--- config.mk ---
export PLATFORM = sky130hd
export DESIGN_NAME = bcd_seg_scan
export DESIGN_NICKNAME = d
export VERILOG_FILES = /design/src/rtl/bcd_seg_scan.sv
export SDC_FILE = /design/constraint.sdc
export NUM_CORES = 1
export LEC_CHECK = 0
export CAP_MARGIN = 20
export CORE_ASPECT_RATIO = 0.5
export CORE_MARGIN = 1.5
export CORE_UTILIZATION = 39
export CTS_CLUSTER_DIAMETER = 150
export DETAILED_ROUTE_END_ITERATION = 12
export SLEW_MARGIN = 20
export SYNTH_ARGS = -nofsm -noshare
export SYNTH_HDL_FRONTEND = slang
export SYNTH_SLANG_ARGS = --single-unit
--- constraint.sdc ---
create_clock -name clk -period 2.86 [get_ports clk]
set_clock_uncertainty 0.15 [all_clocks]
set_input_delay 0.715 -clock clk [delete_from_list [all_inputs] [get_ports clk]]
set_output_delay 0.715 -clock clk [all_outputs]
set_load 0.02 [all_outputs]
--- src/rtl/bcd_seg_scan.sv ---
// bcd_seg_scan: 3-digit multiplexed 7-segment driver for a BCD sum + carry.
// Optional leading-zero blanking with `define BCD_SEG_SCAN_LZB_EN.
module bcd_seg_scan #(
   parameter int unsigned SCAN_DIV = 1000
) (
   input  logic       clk,
   input  logic       rst_n,
   input  logic       load,
   input  logic [7:0] bcd_in,
   input  logic       carry_in,
   output logic [6:0] seg_n,
   output logic [2:0] an_n,
   output logic       err,
   output logic       frame
);

   localparam int unsigned CW = (SCAN_DIV > 2) ? $clog2(SCAN_DIV) : 1;
   localparam logic [CW-1:0] CNT_MAX = CW'(SCAN_DIV - 1);
   localparam logic [6:0] SEG_OFF  = 7'h7F;
   localparam logic [6:0] SEG_DASH = 7'h3F;

   logic [8:0]    val, val_nxt;
   logic [CW-1:0] cnt, cnt_nxt;
   logic [1:0]    idx, idx_nxt;
   logic          wrap;
   logic          hund_blank, tens_blank;

   logic [6:0]    seg_q, seg_d;
   logic [2:0]    an_q, an_d;
   logic          err_q, err_d;
   logic          frame_q, frame_d;

   function automatic logic [6:0] dec7(input logic [3:0] d);
      logic [6:0] s;
      case (d)
         4'd0:    s = 7'h40;
         4'd1:    s = 7'h79;
         4'd2:    s = 7'h24;
         4'd3:    s = 7'h30;
         4'd4:    s = 7'h19;
         4'd5:    s = 7'h12;
         4'd6:    s = 7'h02;
         4'd7:    s = 7'h78;
         4'd8:    s = 7'h00;
         4'd9:    s = 7'h10;
         default: s = SEG_DASH;
      endcase
      return s;
   endfunction

   // Next state of value/prescaler/index; outputs are precomputed from the
   // next state so the registered pins match the state of the same cycle.
   always_comb begin
      val_nxt = load ? {carry_in, bcd_in} : val;
      wrap    = (cnt == CNT_MAX);
      cnt_nxt = wrap ? '0 : cnt + 1'b1;
      idx_nxt = idx;
      if (wrap) begin
         idx_nxt = (idx == 2'd2) ? 2'd0 : idx + 2'd1;
      end

`ifdef BCD_SEG_SCAN_LZB_EN
      hund_blank = ~val_nxt[8];
      tens_blank = ~val_nxt[8] && (val_nxt[7:4] == 4'd0);
`else
      hund_blank = 1'b0;
      tens_blank = 1'b0;
`endif

      seg_d = SEG_OFF;
      an_d  = 3'b111;
      if (cnt_nxt != '0) begin
         case (idx_nxt)
            2'd0: begin
               an_d  = 3'b110;
               seg_d = dec7(val_nxt[3:0]);
            end
            2'd1: begin
               an_d  = 3'b101;
               seg_d = tens_blank ? SEG_OFF : dec7(val_nxt[7:4]);
            end
            2'd2: begin
               an_d  = 3'b011;
               seg_d = hund_blank ? SEG_OFF : dec7({3'b000, val_nxt[8]});
            end
            default: begin
               an_d  = 3'b111;
               seg_d = SEG_OFF;
            end
         endcase
      end

      err_d   = (val_nxt[7:4] > 4'd9) || (val_nxt[3:0] > 4'd9);
      frame_d = wrap && (idx == 2'd2);
   end

   // Scan state and glitch-free registered pin drivers.
   always_ff @(posedge clk or negedge rst_n) begin
      if (!rst_n) begin
         val     <= '0;
         cnt     <= '0;
         idx     <= '0;
         seg_q   <= SEG_OFF;
         an_q    <= 3'b111;
         err_q   <= 1'b0;
         frame_q <= 1'b0;
      end else begin
         val     <= val_nxt;
         cnt     <= cnt_nxt;
         idx     <= idx_nxt;
         seg_q   <= seg_d;
         an_q    <= an_d;
         err_q   <= err_d;
         frame_q <= frame_d;
      end
   end

   assign seg_n = seg_q;
   assign an_n  = an_q;
   assign err   = err_q;
   assign frame = frame_q;

endmodule

==> results of run 1 <==
-- sequential cells by signal (all words and copies together), names as in the netlist --
signal	count
cnt	10
seg_n	7
frame	1
idx	2
err	1
val	9
an_n	3
-- critical path, stage by stage --
cell and delay, ns:
clkdlybuf4s50_1 0.50, buf_12 0.16, mux2i_1 0.28, inv_1 0.12
ha_1 0.23, a21oi_1 0.18, o21ai_0 0.13, nand2_1 0.10
nand4_1 0.10
-- layer usage --
layer / global-route usage (%) / vias up / wire length, um
met5: 0 / - / 0
met4: 7.53 / 0 / 80
met3: 4.00 / 9 / 107
met2: 27.8 / 15 / 1910
met1: 21.2 / 726 / 2040
li1: - / 777 / -
-- cells in the final DEF (no fill, tap or decap), types with 4 or more instances in the layout --
cell	n
nand2_1	28
ha_1	13
dfrtp_1	23
nand3_1	10
nand4_1	4
clkdlybuf4s50_1	23
o21ai_0	17
nor2b_1	4
a21oi_1	10
inv_1	8
dfstp_2	10
buf_4	7
clkbuf_8	6
nor2_1	21
mux2i_1	9
-- cell families after synthesis --
kind of cell	after synthesis	share of synthesized area (%)
compound gates	41	12.9
xor+xnor	5	3.09
fa+ha+maj	13	8.04
buf+inv	14	3.46
flops	33	41.4
mux	14	7.54
simple gates	84	23.5
-- report_power, final --
part	total (mW)	internal (mW)	leakage, nW	switching (mW)
Clock	0.457	0.284	0.0585	0.173
Combinational	0.231	0.108	0.646	0.123
Sequential	0.519	0.508	0.388	0.0111
-- path summary, 6_finish.rpt --
check                                 startpoint                  to  slack [ns]  cells after the start
min in group asynchronous                  rst_n    val[4]$_DFF_PN0_        0.68                      2
worst max register to register  cnt[0]$_DFF_PN0_  seg_n[2]$_DFF_PN1_        0.76                      7
worst min-delay path            cnt[0]$_DFF_PN0_    cnt[0]$_DFF_PN0_        0.35                      1
max in group asynchronous                  rst_n   an_n[2]$_DFF_PN1_        1.54                      2
worst max-delay path                        load  seg_n[3]$_DFF_PN1_        0.38                      9
worst min register to register  cnt[0]$_DFF_PN0_    cnt[0]$_DFF_PN0_        0.35                      1
-- through the flow --
| step | utilization [%] | power [mW] | instances |
|---|---|---|---|
| after CTS | 50.3 | 1.22 | 307 |
| final | 50.3 | 1.21 | 307 |
| after detailed placement | 47.9 | 0.758 | 299 |
| after floorplan | - | 0.655 | 204 |
| after global placement | 47.9 | 0.756 | 299 |
| after global routing | 50.3 | 1.27 | 307 |
-- final cells by class --
type / instances / area [sq um] / area share [%]
inverters: 8 / 30.0 / 1.21
well taps: 70 / 87.6 / 3.52
repair buffers: 31 / 303 / 12.2
multi-input cells: 157 / 1110 / 44.8
flip-flops and latches: 33 / 838 / 33.7
clock inverters: 1 / 30.0 / 1.21
clock buffers: 7 / 86.3 / 3.47
==> results.py, run 1 <==
metrics = {
    "run_status": {
        "status": "complete, no violations",
    },
    "timing": {
        "hold_slack_ns": 0.351,
        "finalHoldViolations": 0,
        "relSlewSlack_pct": 61.2,
        "slew_violations": 0,
        "tightest_slew_ns": 0.574,
        "finalWorstSetupSlack_ns": 0.383,
        "fmax_mhz": 404,
        "post-route-min-period_ns": 2.48,
        "setup_tns_ns": 0,
        "finalSetupViolCount": 0,
        "rsz0062_at_grt": "no",
        "period_share_pct": 86.6,
    },
    "yosys": {
        "synth_area_leader_cell": "dfrtp_1",
        "syn-cell-area_sq_um": 2020,
        "ys.flop_type": "dfrtp_1",
        "postSynthCellCount": 204,
        "synth_cell_type_count": 49,
        "synth_top_area_share_pct": 28.4,
        "synthTopCellsByArea": "dfrtp_1, dfstp_2, ha_1",
        "yosysWarnings": 0,
        "synth-seq-cells": 33,
        "syn_avg_cell_area_sq_um": 9.92,
        "yosys-top-cells-count": "nand2_1, dfrtp_1, nor2_1, o21ai_0, ha_1",
        "synth.most_common_cell": "nand2_1",
        "ys_seq_area_share_pct": 41.4,
        "synth-edff-count": 0,
        "syn-num-nets": 229,
        "asyncSetResetFlopFracSynth_pct": 100,
    },
    "detailed_routing": {
        "postRouteAntennaNets": 0,
        "wl_per_cell_um": 13.5,
        "viasPerCell": 4.97,
        "drt-initial-drc-count": 80,
        "remaining_drc_errors": 0,
        "firstDrtPassIters": 4,
        "drt-total-wl_mm": 4.14,
        "vias": 1527,
    },
    "cts": {
        "clock-sinks": 33,
        "cts_buffers": 5,
        "clkTransAtPathRegs_ns": 0.07,
        "cts_max_level": 2,
        "clockRootBuffer": "clkbuf_8",
        "holdBufCountCts": 0,
        "clk_path_buf_depth": 2,
        "cts_tree": "yes",
        "clkLatencyLatePin_ns": 0.29,
        "cts_resized": 0,
        "postCtsSetupBuffers": 0,
    },
    "power_and_ir_drop": {
        "p_leak_nw": 1.09,
        "power.density_nw_per_um2": 485,
        "vdd_drop_max_mv": 0.218,
    },
    "global_routing": {
        "grt_pass1_vias": 1470,
        "grt_util_all_layers_pct": 16.6,
        "grt_max_degree": 34,
        "grt_overflow": 0,
        "antenna_found_initial": 0,
        "grt_pass1_wl_mm": 7.06,
    },
    "critical_path": {
        "cp_data_required_time_ns": 2.90,
        "crit_arrival_ns": 2.52,
        "path_max_fanout": 15,
        "crit_path_start_kind": "primary input",
        "path_class": "primary input to flop",
        "endpoint_kind": "flop",
    },
    "min_path": {
        "hold_path_class": "flop to flop",
    },
    "floorplanning": {
        "io_pins": 24,
        "die_x_um": 105,
        "dieArea_sq_um": 5660,
        "rows": 18,
        "chipHeight_um": 53.9,
        "coreArea_sq_um": 4950,
        "start_util_pct": 40.8,
    },
    "place": {
        "port_buffers": 23,
        "post-place-ws_ns": 0.0971,
        "placed_cell_area_sq_um": 2370,
        "dp_hpwl_mm": 2.96,
        "gp_congestion": 0.814,
    },
    "layout": {
        "nFillCells": 463,
        "diodes": 0,
        "finalInstanceArea_sq_um": 2490,
        "area_delta_synth_final_pct": 23.1,
        "drive_gt1_share_pct": 19.8,
        "fin_nets": 261,
    },
    "job": {
        "max-cap-violations": 0,
    },
}
Note: power is estimated with default switching activity, not from simulation.
==> run 2: changes to the inputs <==
ABC_CLOCK_PERIOD_IN_PS = 2860   (was not set)
CORE_UTILIZATION = 60   (was 39)
PLACE_DENSITY = 0.85   (was not set)
TNS_END_PERCENT = 10   (was not set)
==> run 2 against run 1 <==
  * Global-route usage is 7.9 points higher
  * Register-to-register slack hardly changed
  * Fmax is 1.7% lower
  * The run now ends with DRC left
  * Die area is 34% lower
  * Wire length is 3.0% higher
  * Clock power hardly changed
  * Combinational power is 3% higher
  * Sequential power hardly changed
  * Clock-buffer cell count stayed put
  * Worst hold slack better by 0.0056 ns
  * Worst setup slack worse by 0.043 ns
  * Via count is 6.5% higher
  * Largest power group unchanged
==> results.py, run 2 (synthesis results as in run 1) <==
metrics = {
    "floorplanning": {
        "chipHeight_um": 44.1,
        "die_x_um": 85.1,
        "start_util_pct": 65.3,
        "io_pins": 24,
        "dieArea_sq_um": 3750,
        "rows": 14,
        "coreArea_sq_um": 3100,
    },
    "power_and_ir_drop": {
        "vdd_drop_max_mv": 0.368,
        "intPower_mw": 0.900,
        "combPwrFrac_pct": 19.5,
        "p_sw_mw": 0.314,
        "pwr-share-seq_pct": 42.8,
        "power.density_nw_per_um2": 495,
        "switching_share_pct": 25.8,
        "p_leak_nw": 1.09,
        "clkPwrFrac_pct": 37.7,
    },
    "critical_path": {
        "path_class": "primary input to flop",
        "cp.buffers_inverters": 3,
        "cpPeakStageDelay_ns": 0.51,
        "r2r_setup_slack_ns": 0.76,
        "path_cells": "clkdlybuf4s50_1 > buf_12 > mux2i_1 > inv_1 > ha_1 > a21oi_1 > o21ai_0 > nand2_1 > nand4_1",
        "rr_worst_depth": 7,
        "crit_arrival_ns": 2.56,
        "reg2reg_from": "cnt[0]$_DFF_PN0_",
        "crit_family": "buffers and inverters",
        "r2r_end": "seg_n[2]$_DFF_PN1_",
        "cpMaxStageDelayCell": "clkdlybuf4s50_1",
        "cp_data_required_time_ns": 2.90,
        "crit_path_start_kind": "primary input",
        "endpoint_kind": "flop",
        "path_max_fanout": 15,
    },
    "timing": {
        "finalWorstSetupSlack_ns": 0.340,
        "finalSetupViolCount": 0,
        "slew_violations": 0,
        "setup_tns_ns": 0,
        "rsz0062_at_grt": "no",
        "period_share_pct": 88.1,
        "fmax_mhz": 397,
        "finalHoldViolations": 0,
        "relSlewSlack_pct": 62.1,
        "post-route-min-period_ns": 2.52,
        "tightest_slew_ns": 0.560,
    },
    "place": {
        "dp_hpwl_mm": 3.14,
        "port_buffers": 23,
        "post-place-ws_ns": 0.141,
        "gp_congestion": 0.836,
    },
    "cts": {
        "holdBufCountCts": 0,
        "clkTransAtPathRegs_ns": 0.07,
        "clkLatencyLatePin_ns": 0.29,
        "cts_tree": "yes",
        "cts_buffers": 5,
        "clk_path_buf_depth": 2,
        "clockRootBuffer": "clkbuf_8",
        "postCtsSetupBuffers": 0,
        "clock-sinks": 33,
        "cts_max_level": 2,
        "cts_resized": 0,
    },
    "layout": {
        "largest_register_ffs": 10,
        "diodes": 0,
        "regMostFlops": "cnt",
        "mostFrequentLayoutCell": "nand2_1",
        "fin_nets": 261,
        "drive_gt1_share_pct": 19.8,
        "nFillCells": 185,
        "area_delta_synth_final_pct": 21.2,
        "mostFrequentLayoutCells": "nand2_1, dfrtp_1, clkdlybuf4s50_1",
    },
    "detailed_routing": {
        "drt-total-wl_mm": 4.26,
        "remaining_drc_errors": 1,
        "wl_per_cell_um": 15.4,
        "viasPerCell": 5.87,
        "firstDrtPassIters": 8,
        "postRouteAntennaNets": 0,
        "drt-initial-drc-count": 98,
        "vias": 1626,
    },
    "global_routing": {
        "grt_max_degree": 34,
        "grt_pass1_vias": 1538,
        "grt_overflow": 0,
        "antenna_found_initial": 0,
        "grt_util_all_layers_pct": 24.5,
        "grt_pass1_wl_mm": 6.96,
    },
    "min_path": {
        "min_to": "cnt[0]$_DFF_PN0_",
        "hold_path_class": "flop to flop",
        "min_from": "cnt[0]$_DFF_PN0_",
        "min_path_cells": 1,
    },
    "run_status": {
        "violations": "DRC",
        "status": "finished, violations left",
    },
    "job": {
        "max-cap-violations": 0,
    },
}
[run 2: cell counts in the layout (fill, tap and decap cells not counted)]
Identical to the previous run, type by type.
[run 2: cell type report]
cell class | count | area (sq um) | share of cell area [%]
Tap cell | 40 | 50.0 | 2.04
Sequential cell | 33 | 838 | 34.2
Clock inverter | 1 | 30.0 | 1.22
Multi-Input combinational cell | 157 | 1110 | 45.5
Timing Repair Buffer | 31 | 303 | 12.3
Clock buffer | 7 | 86.3 | 3.52
Inverter | 8 | 30.0 | 1.22
[run 2: worst max path at each step]
stage          start                  to  slack, ns  cells past startpoint
2_1_floorplan   load  seg_n[0]$_DFF_PN1_       0.36                      9
3_3_place_gp    load  seg_n[1]$_DFF_PN1_       0.20                      8
3_5_place_dp    load  seg_n[4]$_DFF_PN1_       0.14                     10
4_1_cts         load  seg_n[3]$_DFF_PN1_       0.39                      9
5_1_grt         load  seg_n[4]$_DFF_PN1_       0.23                     10
6_report        load  seg_n[3]$_DFF_PN1_       0.34                      9
[run 2: routing by layer]
| metal | part of all wire [%] | GRT usage, % |
|---|---|---|
| met1 | 47 | 32.1 |
| met5 | 0 | 0 |
| met3 | 4.3 | 6.34 |
| met4 | 1.2 | 7.21 |
| met2 | 47 | 41.6 |
[run 2: power by group through the flow]
stage	combinational [mW]	clock (mW)	sequential, mW
after floorplan	0.104	0	0.550
after CTS	0.235	0.462	0.520
after global routing	0.258	0.481	0.522
after global placement	0.226	0	0.527
final	0.237	0.458	0.520
after detailed placement	0.232	0	0.528
[run 2: stage by stage]
stage / area [sq um] / power, mW / instances / hold WS [ns] / utilization [%]
3_3_place_gp: 2340 / 0.753 / 269 / 0.347 / 75.3
3_5_place_dp: 2340 / 0.760 / 269 / 0.350 / 75.3
2_1_floorplan: 2020 / 0.655 / 204 / 0.269 / -
5_1_grt: 2450 / 1.26 / 277 / 0.389 / 79.1
6_report: 2450 / 1.21 / 277 / 0.357 / 79.1
4_1_cts: 2450 / 1.22 / 277 / 0.359 / 79.1
